File: config.mk
export PLATFORM = sky130hd
export DESIGN_NAME = pe_nic
export DESIGN_NICKNAME = d
export VERILOG_FILES = /design/src/rtl/pe_nic.sv
export SDC_FILE = /design/constraint.sdc
export NUM_CORES = 1
export LEC_CHECK = 0
export BUFFER_PORTS_ARGS = -buffer_cell sky130_fd_sc_hd__buf_2
export CORE_AREA = 8 8 132 134
export CTS_CLUSTER_DIAMETER = 60
export CTS_CLUSTER_SIZE = 24
export DETAILED_ROUTE_END_ITERATION = 8
export DIE_AREA = 0 0 140 142
export PLACE_DENSITY = 0.72
export SYNTH_ARGS = -nofsm -noshare
export SYNTH_HDL_FRONTEND = slang
export SYNTH_SLANG_ARGS = --single-unit
File: constraint.sdc
create_clock -name clk -period 3.7 [get_ports clk]
set_input_delay 1.11 -clock clk [delete_from_list [all_inputs] [get_ports clk]]
set_output_delay 1.11 -clock clk [all_outputs]
set_load 0.05 [all_outputs]
File: src/rtl/pe_nic.sv
// Single-packet NIC between a PE register port and a router PE port, with one buffer per direction.
// Latency: a packet captured from the router is readable 1 cycle later; a PE write can inject 1 cycle later.
// Backpressure: net_ri drops while the input buffer is full; injection waits for net_ro and a VC/polarity match.
module pe_nic #(
    parameter int DATA_WIDTH = 64
) (
    input  logic                  clk,
    input  logic                  reset,
    input  logic [1:0]            addr,
    input  logic [DATA_WIDTH-1:0] d_in,
    output logic [DATA_WIDTH-1:0] d_out,
    input  logic                  nicEn,
    input  logic                  nicWrEn,
    input  logic                  net_si,
    output logic                  net_ri,
    input  logic [DATA_WIDTH-1:0] net_di,
    output logic                  net_so,
    input  logic                  net_ro,
    output logic [DATA_WIDTH-1:0] net_do,
    input  logic                  net_polarity
);

    localparam logic [1:0] ADDR_IN_DAT  = 2'b00;
    localparam logic [1:0] ADDR_IN_STS  = 2'b01;
    localparam logic [1:0] ADDR_OUT_DAT = 2'b10;
    localparam logic [1:0] ADDR_OUT_STS = 2'b11;

    logic [DATA_WIDTH-1:0] in_buf;
    logic [DATA_WIDTH-1:0] out_buf;
    logic                  in_full;
    logic                  out_full;
    logic                  pe_rd;
    logic                  pe_in_pop;
    logic                  pe_out_push;
    logic                  in_capture;

    assign pe_rd       = nicEn & ~nicWrEn;
    assign pe_in_pop   = pe_rd & (addr == ADDR_IN_DAT);
    assign pe_out_push = nicEn & nicWrEn & (addr == ADDR_OUT_DAT);

    assign net_ri     = ~in_full;
    assign in_capture = net_si & ~in_full;

    // The router only accepts on the VC matching its current polarity.
    assign net_so = out_full & net_ro & (out_buf[DATA_WIDTH-1] == net_polarity);
    assign net_do = out_full ? out_buf : '0;

    always_comb begin
        d_out = '0;
        if (pe_rd) begin
            case (addr)
                ADDR_IN_DAT:  d_out = in_buf;
                ADDR_IN_STS:  d_out = {{(DATA_WIDTH-1){1'b0}}, in_full};
                ADDR_OUT_STS: d_out = {{(DATA_WIDTH-1){1'b0}}, out_full};
                default:      d_out = '0;
            endcase
        end
    end

    always_ff @(posedge clk) begin
        if (reset) begin
            in_buf   <= '0;
            in_full  <= 1'b0;
            out_buf  <= '0;
            out_full <= 1'b0;
        end else begin
            // Capture can only happen while empty, so it never races a read-to-clear.
            if (in_capture) begin
                in_buf  <= net_di;
                in_full <= 1'b1;
            end else if (pe_in_pop) begin
                in_full <= 1'b0;
            end

            // A write landing on the send edge sees out_full=1 and is dropped.
            if (net_so) begin
                out_full <= 1'b0;
            end else if (pe_out_push && !out_full) begin
                out_buf  <= d_in;
                out_full <= 1'b1;
            end
        end
    end

endmodule

==> impl_metrics.tcl, run 1 <==
set metrics [dict create \
    period_share_pct 92.37 \
    hpwl_um 11960 \
    placed_cells 1127 \
    cts.sinks 130 \
    final_layout_size_suffix_gt1_share_pct 43.74 \
    postCtsHoldBufs 0 \
    grt_max_degree 195 \
    cp-start-kind "input pin" \
    critPathCaptureType "primary output" \
    initial_core_util_pct 41.78 \
    yosysWarningCount 0 \
    syn_avg_cell_area_um2 9.027 \
    rsz0062_at_grt "no" \
    cp_cell_sequence "buf_2 -> nand2b_4 -> nor3_4 -> buf_12 -> and2_1 -> buf_2" \
    power_density_nw_per_um2 428.5 \
    cts_buffers 17 \
    drc 0 \
    area_growth_pct 30.58 \
    detailedRoute.firstIterationViolations 190 \
    synthDistinctLibCells 27 \
    utilization_pct 54.56 \
    synth_area_leaders "dfxtp_1 40%, and2_1 12%, mux2i_1 10%, or2b_2 9.0%, nand2_1 7.5%" \
    crit_start "addr[0]" \
    cts.htree.levels 4 \
    synth_edf_count 0 \
    syn_inst 714 \
    hold_slack_ps 449.2 \
    fmax_ghz 0.2926 \
    clock-root-buffer "clkbuf_16" \
    clkTransAtPathRegs_ps 60 \
    netlist_top_cells_count "130 x dfxtp_1, 129 x nand2_1, 127 x and2_1" \
    maxSlewViolCount 0 \
    die_height_um 142 \
    grt_pass1_wl_um 26720 \
    fin_skew_ps 13.16 \
    post_cts_buffers 0 \
    diodes 0 \
    wirelength_um 16700 \
    crit_type "in -> out" \
    worst_pin_slew_ps 768.1 \
    ioPinCount 267 \
    finalPower_mw 3.606 \
    final_hold_viol_count 0 \
    vias 5278 \
    period_needed_ps 3418 \
    critPathTopFamily "buffers and inverters" \
    dpl_worst_slack_ps 280.9 \
    yosysTopAreaCellShare_pct 40.38 \
    gr-total-overflow 0 \
    fp.dieArea_um2 19880 \
    syn_area_um2 6445 \
    clockBufferDepth 2 \
    io_buffers 266 \
    core_um2 15420 \
    syn_nets 851 \
    dr.pass1.iters 6 \
    clock_latency_ps 410 \
    die_w_um 140 \
    placed_area_um2 7780 \
    min_from "in_buf[30]" \
    antenna_found_initial 2 \
    r2r_setup_slack_ps 1970 \
    outcome "finished clean" \
    place_congestion 0.7912 \
    grtUsageTotal_pct 16.56 \
    setup_slack_ps 282.4 \
    cts_tree "yes" \
    cap_viol_max_count 0 \
    ys_seq_area_share_pct 40.38 \
    finalNonFillerCells 1159 \
    power_leakage_nw 3.850 \
    cp_slowest_cell "buf_2" \
    synth_ff_type "dfxtp_1" \
    wl_per_cell_um 14.41 \
    fin_nets 1091 \
    irDropWorstVdd_uv 281.5 \
    async_reset_ff_share_pct 0 \
    viasPerCell 4.554 \
    cp_num_buf_inv 3 \
    synth-seq-cells 130 \
    drtAntennaViolNets 0 \
    slowest_delay_ps 270 \
    r2r_start "out_full" \
    fin_area_um2 8416 \
    crit_arrival_ps 2310 \
    path_max_fanout 60 \
    synth.largest_area_cell "dfxtp_1" \
    cts_resized 0 \
    rows 46 \
    tns_ps 0 \
    finalSetupViolations 0 \
    yosysMostFrequentCell "dfxtp_1" \
    cp_common_cell "buf_2" \
    grt_pass1_vias 5337 \
    hp-class "reg -> reg" \
    required_ps 2590 \
    relSlewSlack_pct 48.80 \
]
==> sequential cells by signal, summed over array words and instances, names as in the netlist <==
register / flops
in_buf: 64
out_buf: 64
out_full: 1
in_full: 1
==> report_power, final <==
group	switching, mW	internal [mW]
clock network	0.634	1.16
registers	0.0325	1.46
logic	0.168	0.153
==> layer usage <==
layer / vias to the layer above / share of wire, % / global-route usage (%) / routed length [um]
met5: - / 0.16 / 0 / 27
met1: 2318 / 44 / 19.51 / 7346
met3: 22 / 9.3 / 7.414 / 1549
met4: 4 / 1.6 / 6.800 / 266
li1: 2726 / - / - / -
met2: 208 / 45 / 25.84 / 7506
==> tightest hold or removal path: cells and delay by family, from the launching register on <==
kind / cells / cell delay, ps
and+or+nand+nor: 1 / 50
AOI/OAI and AO/OA: 1 / 50
DFF: 1 / 300
==> layout make-up <==
cell class / instances / area, um2
inverters: 2 / 7.507
repair buffers: 276 / 1471
clock buffers: 19 / 452.9
clock inverters: 13 / 182.7
well taps: 192 / 240.2
multi-input cells: 527 / 3457
flip-flops and latches: 130 / 2604
fillers: 1430 / 7009
==> final timing paths <==
path / end / depth (start not counted)
max: d_out[55] / 6
min: in_buf[30] / 2
max reg2reg: out_buf[16] / 3
min reg2reg: in_buf[30] / 2
==> cell usage in the layout (no fill, tap or decap), types with 5 or more instances in the layout <==
cell type / instances
a21oi_1: 64
and2_1: 127
buf_12: 5
buf_2: 265
buf_4: 6
clkbuf_16: 17
dfxtp_1: 129
mux2i_1: 65
nand2_1: 129
nand2b_1: 14
nand2b_2: 44
or2b_1: 5
or2b_2: 66
==> kinds of logic after synthesis <==
group                     synth area share [%]
and+or+nand+nor                          37.88
xor gates and xnor gates                0.1359
DFF                                      40.38
AOI/OAI and AO/OA                        5.280
muxes                                    10.10
buffers and inverters                    6.232
(Power assumes the default switching activity.)
==> run 2: changes to the inputs <==
--- a/config.mk
+++ b/config.mk
@@ -7,3 +7,2 @@
 export LEC_CHECK = 0
-export BUFFER_PORTS_ARGS = -buffer_cell sky130_fd_sc_hd__buf_2
 export CORE_AREA = 8 8 132 134
@@ -13,3 +12,3 @@
 export DIE_AREA = 0 0 140 142
-export PLACE_DENSITY = 0.72
+export DONT_BUFFER_PORTS = 1
 export SYNTH_ARGS = -nofsm -noshare
==> constraint.sdc (replaced) <==
create_clock -name clk -period 3.7 [get_ports clk]
set_input_delay 0.185 -clock clk [delete_from_list [all_inputs] [get_ports clk]]
set_output_delay 0.185 -clock clk [all_outputs]
set_load 0.05 [all_outputs]
==> impl_metrics.tcl, run 2 (synthesis results as in run 1) <==
set metrics [dict create \
    rows 46 \
    clock-root-buffer "clkbuf_16" \
    r2r_setup_slack_ps 1350 \
    layout_common_cells "129 x nand2_1, 129 x dfxtp_1, 127 x and2_1" \
    drc 0 \
    place_congestion 0.7614 \
    grt_pass1_vias 5289 \
    cts.htree.levels 4 \
    clkTransAtPathRegs_ps 60 \
    cap_viol_max_count 0 \
    fin_skew_ps 8.190 \
    post_cts_buffers 0 \
    cts_tree "yes" \
    fin_nets 943 \
    crit_type "reg -> reg" \
    tns_ps 0 \
    grtUsageTotal_pct 16.93 \
    top_regs "in_buf (64), out_buf (64)" \
    finalSetupViolations 0 \
    cts_buffers 17 \
    detailedRoute.firstIterationViolations 162 \
    io_buffers 0 \
    ioPinCount 267 \
    wirelength_um 17420 \
    finalPower_mw 3.505 \
    clockBufferDepth 2 \
    crit_arrival_ps 2710 \
    area_growth_pct 27.39 \
    cts.sinks 130 \
    final_hold_viol_count 0 \
    die_w_um 140 \
    final_layout_size_suffix_gt1_share_pct 18.44 \
    required_ps 4060 \
    vias 5014 \
    critPathCaptureType "flip-flop" \
    worst_pin_slew_ps 1212 \
    fmax_ghz 0.4249 \
    initial_core_util_pct 41.78 \
    power_leakage_nw 3.051 \
    core_um2 15420 \
    grt_max_degree 194 \
    hp-class "in -> reg" \
    power_density_nw_per_um2 426.9 \
    rsz0062_at_grt "no" \
    antenna_found_initial 0 \
    maxSlewViolCount 0 \
    viasPerCell 4.950 \
    period_needed_ps 2354 \
    fp.dieArea_um2 19880 \
    drtAntennaViolNets 0 \
    grt_pass1_wl_um 27330 \
    dr.pass1.iters 4 \
    hpwl_um 11090 \
    outcome "finished clean" \
    gr-total-overflow 0 \
    hold_depth 2 \
    period_share_pct 63.61 \
    clock_latency_ps 410 \
    cp-start-kind "flip-flop" \
    relSlewSlack_pct 19.21 \
    path_max_fanout 64 \
    irDropWorstVdd_uv 269.7 \
    die_height_um 142 \
    worstRegToRegCells 4 \
    wl_per_cell_um 17.20 \
]
## run 2: metrics by stage
| step | std cells | util [%] | hold WS (ps) | area [um2] | setup WS (ps) |
|---|---|---|---|---|---|
| global route | 1011 | 53.20 | 7.194 | 8205 | 1072 |
| floorplan | 714 | - | 321.0 | 6445 | 2239 |
| CTS | 1011 | 53.20 | 2.360 | 8205 | 1337 |
| global placement | 854 | 41.13 | 286.1 | 6344 | 1810 |
| finish | 1013 | 53.23 | 23.94 | 8210 | 1346 |
| detailed placement | 854 | 41.13 | 287.3 | 6344 | 1805 |
## run 2: worst paths after layout
kind	from	to
setup / recovery	in_full	in_buf[61]
hold / removal	d_in[9]	out_buf[9]
setup reg to reg	in_full	in_buf[61]
hold reg to reg	in_buf[38]	in_buf[38]
## run 2: report_power, final
part | total, mW | switching, mW | internal (mW)
clock | 1.67 | 0.651 | 1.02
sequential | 1.49 | 0.0337 | 1.46
combinational | 0.346 | 0.167 | 0.179
## run 2: cell type report
class,instances,area (um2)
Tap cell,192,240.2
Clock buffer,18,439.2
Antenna cell,2,5.005
Multi-Input combinational cell,527,3457
Clock inverter,14,153.9
Sequential cell,130,2604
Fill cell,1308,7214
Inverter,2,7.507
Timing Repair Buffer,128,1304
## run 2: what timing repair did
| item | 4_1_cts | 5_1_grt |
|---|---|---|
| hold buffers | 125 | 0 |
| setup endpoints to repair | 0 | 0 |
| resized for setup | 0 | 0 |
| endpoints found under the hold margin | 130 | 0 |
## run 2: metal layers
metal | vias up | global-route usage (%) | wire length (um)
li1 | 2445 | - | -
met1 | 2341 | 18.44 | 7008
met2 | 197 | 28.97 | 8698
met3 | 31 | 6.508 | 1407
met4 | 0 | 7.314 | 306
met5 | - | 0 | 0
## run 2: worst max-delay path, stage by stage, from the launching register on
cell and delay, ps:
dfxtp_1 450, nand2b_2 980, nand2_1 110, a21oi_1 180, dlygate4sd3_1 570
